==> src/rtl/hazard_pkg.sv <==
// Shared definitions for the hazard unit.
//   md_state_e : mul/div occupancy FSM states (RUN, BUSY, DONE)
//   FWD_*      : EX operand forwarding select encodings
package hazard_pkg;

  typedef enum logic [1:0] {
    RUN  = 2'd0,
    BUSY = 2'd1,
    DONE = 2'd2
  } md_state_e;

  localparam logic [1:0] FWD_REG = 2'b00;
  localparam logic [1:0] FWD_WB  = 2'b01;
  localparam logic [1:0] FWD_MEM = 2'b10;

endpackage

==> src/rtl/hazard_unit_md_stall_fsm.sv <==
// Multi-cycle multiply/divide occupancy sequencer.
//   clk, rst    : clock, asynchronous active-high reset
//   md_start    : EX holds a mul/div instruction
//   md_is_div   : 1 = divide latency, 0 = multiply latency
//   md_busy     : combinational; EX is held by a mul/div this cycle
//   md_done     : registered; high in the cycle the result advances
//   state       : current FSM state (debug / consumed by hazard logic)
// A start in RUN is the first stall cycle; BUSY then counts the remaining
// LAT-1 stall cycles down to zero, so total stall = LAT exactly.
module md_stall_fsm
  import hazard_pkg::*;
#(
  parameter int MUL_LAT = 3,
  parameter int DIV_LAT = 32
) (
  input  logic      clk,
  input  logic      rst,
  input  logic      md_start,
  input  logic      md_is_div,
  output logic      md_busy,
  output logic      md_done,
  output md_state_e state
);

  localparam int MAX_LAT = (DIV_LAT > MUL_LAT) ? DIV_LAT : MUL_LAT;
  localparam int CW      = $clog2(MAX_LAT) + 1;

  localparam logic [CW-1:0] MUL_LOAD = CW'(MUL_LAT - 2);
  localparam logic [CW-1:0] DIV_LOAD = CW'(DIV_LAT - 2);

  md_state_e     state_q, state_d;
  logic [CW-1:0] cnt_q, cnt_d;
  logic          md_done_q, md_done_d;

  always_comb begin
    state_d = state_q;
    cnt_d   = cnt_q;
    md_busy = 1'b0;
    case (state_q)
      RUN: begin
        if (md_start) begin
          md_busy = 1'b1;
          cnt_d   = md_is_div ? DIV_LOAD : MUL_LOAD;
          state_d = BUSY;
        end
      end
      BUSY: begin
        md_busy = 1'b1;
        if (cnt_q == '0) state_d = DONE;
        else             cnt_d   = cnt_q - CW'(1);
      end
      DONE: begin
        // md_start still high belongs to the finishing instruction; ignore it.
        state_d = RUN;
      end
      default: state_d = RUN;
    endcase
    md_done_d = (state_d == DONE);
  end

  always_ff @(posedge clk or posedge rst) begin
    if (rst) begin
      state_q   <= RUN;
      cnt_q     <= '0;
      md_done_q <= 1'b0;
    end else begin
      state_q   <= state_d;
      cnt_q     <= cnt_d;
      md_done_q <= md_done_d;
    end
  end

  assign md_done = md_done_q;
  assign state   = state_q;

endmodule

==> src/rtl/hazard_unit.sv <==
// Pipeline hazard control: ld/clr pairs for IF/ID, ID/EX, EX/MEM, MEM/WB,
// PC load enable, EX forwarding selects, mul/div stall sequencing and a
// saturating stall-cycle counter.
//   id_*  : ID instruction sources and use flags (load-use detection)
//   ex_*  : EX instruction sources/dest, load flag, taken branch, mul/div start
//   mem_*/wb_* : downstream destinations and write enables (forwarding)
//   pc_ld, *_ld, *_clr : pipeline register controls (clr beats ld)
//   fwd_a, fwd_b : 00 regfile, 10 MEM, 01 WB
//   md_busy, md_done : mul/div stall / completion
//   stall_cycles : number of cycles with pc_ld low, saturating
// Priority per cycle: mul/div stall > taken branch > load-use.
module hazard_unit
  import hazard_pkg::*;
#(
  parameter int REG_AW  = 5,
  parameter int MUL_LAT = 3,
  parameter int DIV_LAT = 32,
  parameter int CNT_W   = 32
) (
  input  logic              clk,
  input  logic              rst,
  input  logic [REG_AW-1:0] id_rs1,
  input  logic [REG_AW-1:0] id_rs2,
  input  logic              id_use_rs1,
  input  logic              id_use_rs2,
  input  logic [REG_AW-1:0] ex_rs1,
  input  logic [REG_AW-1:0] ex_rs2,
  input  logic [REG_AW-1:0] ex_rd,
  input  logic              ex_mem_read,
  input  logic              ex_branch_taken,
  input  logic              md_start,
  input  logic              md_is_div,
  input  logic [REG_AW-1:0] mem_rd,
  input  logic [REG_AW-1:0] wb_rd,
  input  logic              mem_reg_write,
  input  logic              wb_reg_write,
  output logic              pc_ld,
  output logic              ifid_ld,
  output logic              ifid_clr,
  output logic              idex_ld,
  output logic              idex_clr,
  output logic              exmem_ld,
  output logic              exmem_clr,
  output logic              memwb_ld,
  output logic [1:0]        fwd_a,
  output logic [1:0]        fwd_b,
  output logic              md_busy,
  output logic              md_done,
  output logic [CNT_W-1:0]  stall_cycles
);

  md_state_e md_state;
  logic      load_use;

  logic [CNT_W-1:0] stall_cnt_q, stall_cnt_d;

  md_stall_fsm #(
    .MUL_LAT (MUL_LAT),
    .DIV_LAT (DIV_LAT)
  ) u_md_fsm (
    .clk       (clk),
    .rst       (rst),
    .md_start  (md_start),
    .md_is_div (md_is_div),
    .md_busy   (md_busy),
    .md_done   (md_done),
    .state     (md_state)
  );

  function automatic logic [1:0] fwd_sel(
    input logic [REG_AW-1:0] rs,
    input logic [REG_AW-1:0] m_rd,
    input logic              m_we,
    input logic [REG_AW-1:0] w_rd,
    input logic              w_we
  );
    if (m_we && (m_rd != '0) && (m_rd == rs))      return FWD_MEM;
    else if (w_we && (w_rd != '0) && (w_rd == rs)) return FWD_WB;
    else                                           return FWD_REG;
  endfunction

  always_comb begin
    fwd_a = fwd_sel(ex_rs1, mem_rd, mem_reg_write, wb_rd, wb_reg_write);
    fwd_b = fwd_sel(ex_rs2, mem_rd, mem_reg_write, wb_rd, wb_reg_write);
  end

  // Load-use only applies in RUN; md_busy already covers RUN & md_start.
  always_comb begin
    load_use = (md_state == RUN) && !md_busy && ex_mem_read && (ex_rd != '0) &&
               ((id_use_rs1 && (ex_rd == id_rs1)) ||
                (id_use_rs2 && (ex_rd == id_rs2)));
  end

  always_comb begin
    pc_ld     = 1'b1;
    ifid_ld   = 1'b1;
    ifid_clr  = 1'b0;
    idex_ld   = 1'b1;
    idex_clr  = 1'b0;
    exmem_ld  = 1'b1;
    exmem_clr = 1'b0;
    memwb_ld  = 1'b1;
    if (md_busy) begin
      // Freeze front end, hold EX, inject a bubble into EX/MEM.
      pc_ld     = 1'b0;
      ifid_ld   = 1'b0;
      idex_ld   = 1'b0;
      exmem_clr = 1'b1;
    end else if (ex_branch_taken) begin
      ifid_clr = 1'b1;
      idex_clr = 1'b1;
    end else if (load_use) begin
      pc_ld    = 1'b0;
      ifid_ld  = 1'b0;
      idex_clr = 1'b1;
    end
  end

  always_comb begin
    stall_cnt_d = stall_cnt_q;
    if (!pc_ld && (stall_cnt_q != '1)) stall_cnt_d = stall_cnt_q + CNT_W'(1);
  end

  always_ff @(posedge clk or posedge rst) begin
    if (rst) stall_cnt_q <= '0;
    else     stall_cnt_q <= stall_cnt_d;
  end

  assign stall_cycles = stall_cnt_q;

endmodule

==> config.mk <==
export PLATFORM = sky130hd
export DESIGN_NAME = hazard_unit
export DESIGN_NICKNAME = d
export VERILOG_FILES = /design/src/rtl/hazard_pkg.sv /design/src/rtl/hazard_unit_md_stall_fsm.sv /design/src/rtl/hazard_unit.sv
export SDC_FILE = /design/constraint.sdc
export NUM_CORES = 1
export LEC_CHECK = 0
export BUFFER_PORTS_ARGS = -buffer_cell sky130_fd_sc_hd__buf_2
export CORE_ASPECT_RATIO = 0.5
export CORE_UTILIZATION = 40
export DETAILED_ROUTE_END_ITERATION = 6
export PLACE_DENSITY = 0.77
export RECOVER_POWER = 100
export SKIP_CTS_REPAIR_TIMING = 1
export SYNTH_ARGS = -nofsm -noshare
export SYNTH_HDL_FRONTEND = slang
export SYNTH_SLANG_ARGS = --single-unit
==> constraint.sdc <==
create_clock -name clk -period 5.55 [get_ports clk]
set_input_delay 1.11 -clock clk [delete_from_list [all_inputs] [get_ports clk]]
set_output_delay 1.11 -clock clk [all_outputs]
set_load 0.05 [all_outputs]
==> flow_summary_export.csv <==
group,metric,value,unit
outcome,outcome,"finished with violations",
outcome,violations,"capacitance limit, slew limit",
hold_path,hold_path_class,"reg2reg",
synthesis,synth-edff-count,0,
timing,layout_setup_ws,1.20,ns
placement,portBuffers,88,
power,comb_power_share,39.7,%
timing,finalCriticalPeriod,4.35,ns
setup_path,worst_r2r_endpoint,"stall_cycles[21]$_DFFE_PP0P_",
synthesis,yosysSeqAreaShare,41.8,%
floorplanning,die-area,6480,µm²
cells_and_area,diodes,0,
cts,cts_buffer_depth,2,
floorplanning,die_width,113,µm
synthesis,ys_types,36,
setup_path,slowest_stage,"a31o_1",
setup_path,worstPathArrival,3.24,ns
synthesis,synth_top_cell_by_area,"dfrtp_1",
global_routing,grt_pass1_vias,2119,
synthesis,synth_area,2460,µm²
global_routing,globalRouteTotalUtil,18.2,%
power,p_sw,491,µW
synthesis,synthArstFlopShare,100,%
placement,dp_hpwl,4310,µm
global_routing,gr-usage-met3,4.46,%
hold_path,whs_endpoint,"stall_cycles[11]$_DFFE_PP0P_",
synthesis,synth_seq_cells,41,
placement,dp_slack,1.65,ns
cells_and_area,finalNetCount,389,
synthesis,ys.flop_type,"dfrtp_1",
power,power.total,1140,µW
power,switching_share,42.9,%
route,firstDrtPassIters,4,
timing,max_freq,0.230,GHz
power,peakVddDrop,0.190,mV
floorplanning,num_rows,19,
floorplanning,start_util,43.1,%
global_routing,grt_max_degree,42,
hold_path,hold_depth,1,
cells_and_area,syn_to_final_growth,22.1,%
placement,gp_congestion,0.845,
power,clockPowerShare,24.2,%
cts,clock_latency,0.28,ns
synthesis,yosys_warnings,0,
timing,final-setup-viol-count,0,
floorplanning,ios,91,
route,avgRoutedWirePerCell,13.7,µm
cts,numCtsBuffers,5,
cts,cts_max_level,2,
power,power.density,381,nW/µm²
power,p_int,654,µW
timing,rsz0062_at_grt,"no",
setup_path,cp-start-kind,"input port",
cts,clk_pin_slew_worst_paths,0.06,ns
route,finalWirelength,5690,µm
setup_path,crit_required,4.44,ns
global_routing,grt_pass1_wl,9340,µm
timing,fin_crit_sh,78.4,%
global_routing,overflow,0,
placement,place_area,2930,µm²
route,postRouteAntennaNets,0,
cts,cts_root_buffer,"clkbuf_16",
route,via_count,2216,
setup_path,crit_chain,"buf_2, or4_1, nor2_1, nor3b_1, a31o_1, inv_1, clkbuf_1",
synthesis,synth_area_leaders,"dfrtp_1, xnor2_1, xor2_1",
floorplanning,die_h,57.4,µm
timing,hold_violations,0,
synthesis,postSynthCellCount,255,
route,drc,0,
timing,worst_pin_slew,2.18,ns
setup_path,cp_top_family,"buffers and inverters",
synthesis,yosysMostFrequentCell,"xnor2_1",
timing,skew,0.00697,ns
route,avgViaCountPerCell,5.33,
power,leakagePower,0.00128,µW
setup_path,cp.depth,7,
setup_path,rr_worst_depth,7,
power,seq_power_share,36.1,%
cts,cts_tree,"built",
timing,setup_tns,0,ns
synthesis,synth_common_cells,"xnor2_1, dfrtp_1, nand3_1",
floorplanning,coreArea,5710,µm²
global_routing,grt_use_met2,32.0,%
route,first_iter_violations,134,
hold_path,worstHoldStart,"stall_cycles[11]$_DFFE_PP0P_",
setup_path,crit_path_max_incr_delay,0.56,ns
setup_path,crit_buf_inv,3,
global_routing,antenna_found_initial,0,
setup_path,critPathCaptureType,"output pin",
cells_and_area,fin_area,3000,µm²
setup_path,r2r_start,"u_md_fsm.state[0]$_DFF_PP0_",
setup_path,worst-r2r-setup-slack,3.11,ns
job,cap_violations,1,
timing,maxSlewHeadroom,-45.0,%
setup_path,crit_fanout,29,
cts,cts_sinks,41,
global_routing,top_usage_layer,"met2",
global_routing,use_met1,21.3,%
setup_path,critPathKind,"in2out",
synthesis,synth_top_area_share,41.8,%
cells_and_area,drive_gt1_share,15.5,%
synthesis,avgSynthCellArea,9.64,µm²
timing,slew_violations,42,
cells_and_area,final_util,52.6,%
cells in the final DEF, fill, tap and decap left out, types with 10 or more instances in the layout:
cell type,netlist,final
nor2_1,13,13
nand3_1,19,20
inv_1,9,10
nand4_1,16,16
and3_1,11,11
xnor2_1,45,45
nand2_1,15,15
clkbuf_1,1,48
xor2_1,17,17
dfrtp_1,41,41
buf_2,3,42
routing by layer:
layer	vias to the layer above	wire length [µm]
li1	1065	-
met1	1050	2390
met2	89	2850
met3	12	351
met4	0	97
met5	-	0
state kept, by name, summed over array words and instances, names as in the netlist:
name	flops
u_md_fsm.state	2
u_md_fsm.md_done	1
stall_cycles	32
u_md_fsm.cnt_q	6
stage by stage:
stage          hold slack, ns  cells
5_1_grt                 0.500    416
6_report                0.492    416
4_1_cts                 0.492    416
3_3_place_gp            0.477    408
2_1_floorplan           0.461    256
3_5_place_dp            0.484    408
cell families after synthesis:
family | synth area share [%]
fa+ha+maj | 1.02
mux | 0.458
flops | 41.8
simple gates | 25.3
compound gates | 4.79
buf+inv | 4.43
xor+xnor | 22.1
other cells | 0.153
how the worst max path moves through the flow:
stage / slack (ns) / from / end
floorplan: 0.75 / mem_rd[1] / fwd_a[0]
global placement: 1.65 / ex_rd[1] / pc_ld
detailed placement: 1.65 / ex_rd[1] / ifid_ld
CTS: 1.64 / mem_rd[1] / fwd_a[0]
global route: 1.07 / ex_rd[4] / pc_ld
finish: 1.20 / ex_rd[1] / pc_ld
final cells by class:
cell class                 count  area, µm²
tap                           73       91.3
clock buffer                   6        129
sequential                    41       1030
timing repair buffer          89        387
inverter                      10       37.5
fill                         517       2700
multi-input combinational    195       1320
clock inverter                 2       10.0
power by group through the flow:
stage / sequential (µW) / combinational, µW / clock [µW]
floorplan: 507 / 276 / 0
global placement: 413 / 455 / 0
detailed placement: 416 / 471 / 0
CTS: 413 / 471 / 281
global route: 422 / 494 / 294
finish: 413 / 454 / 277
No activity file was read; power rests on OpenSTA's default activity.
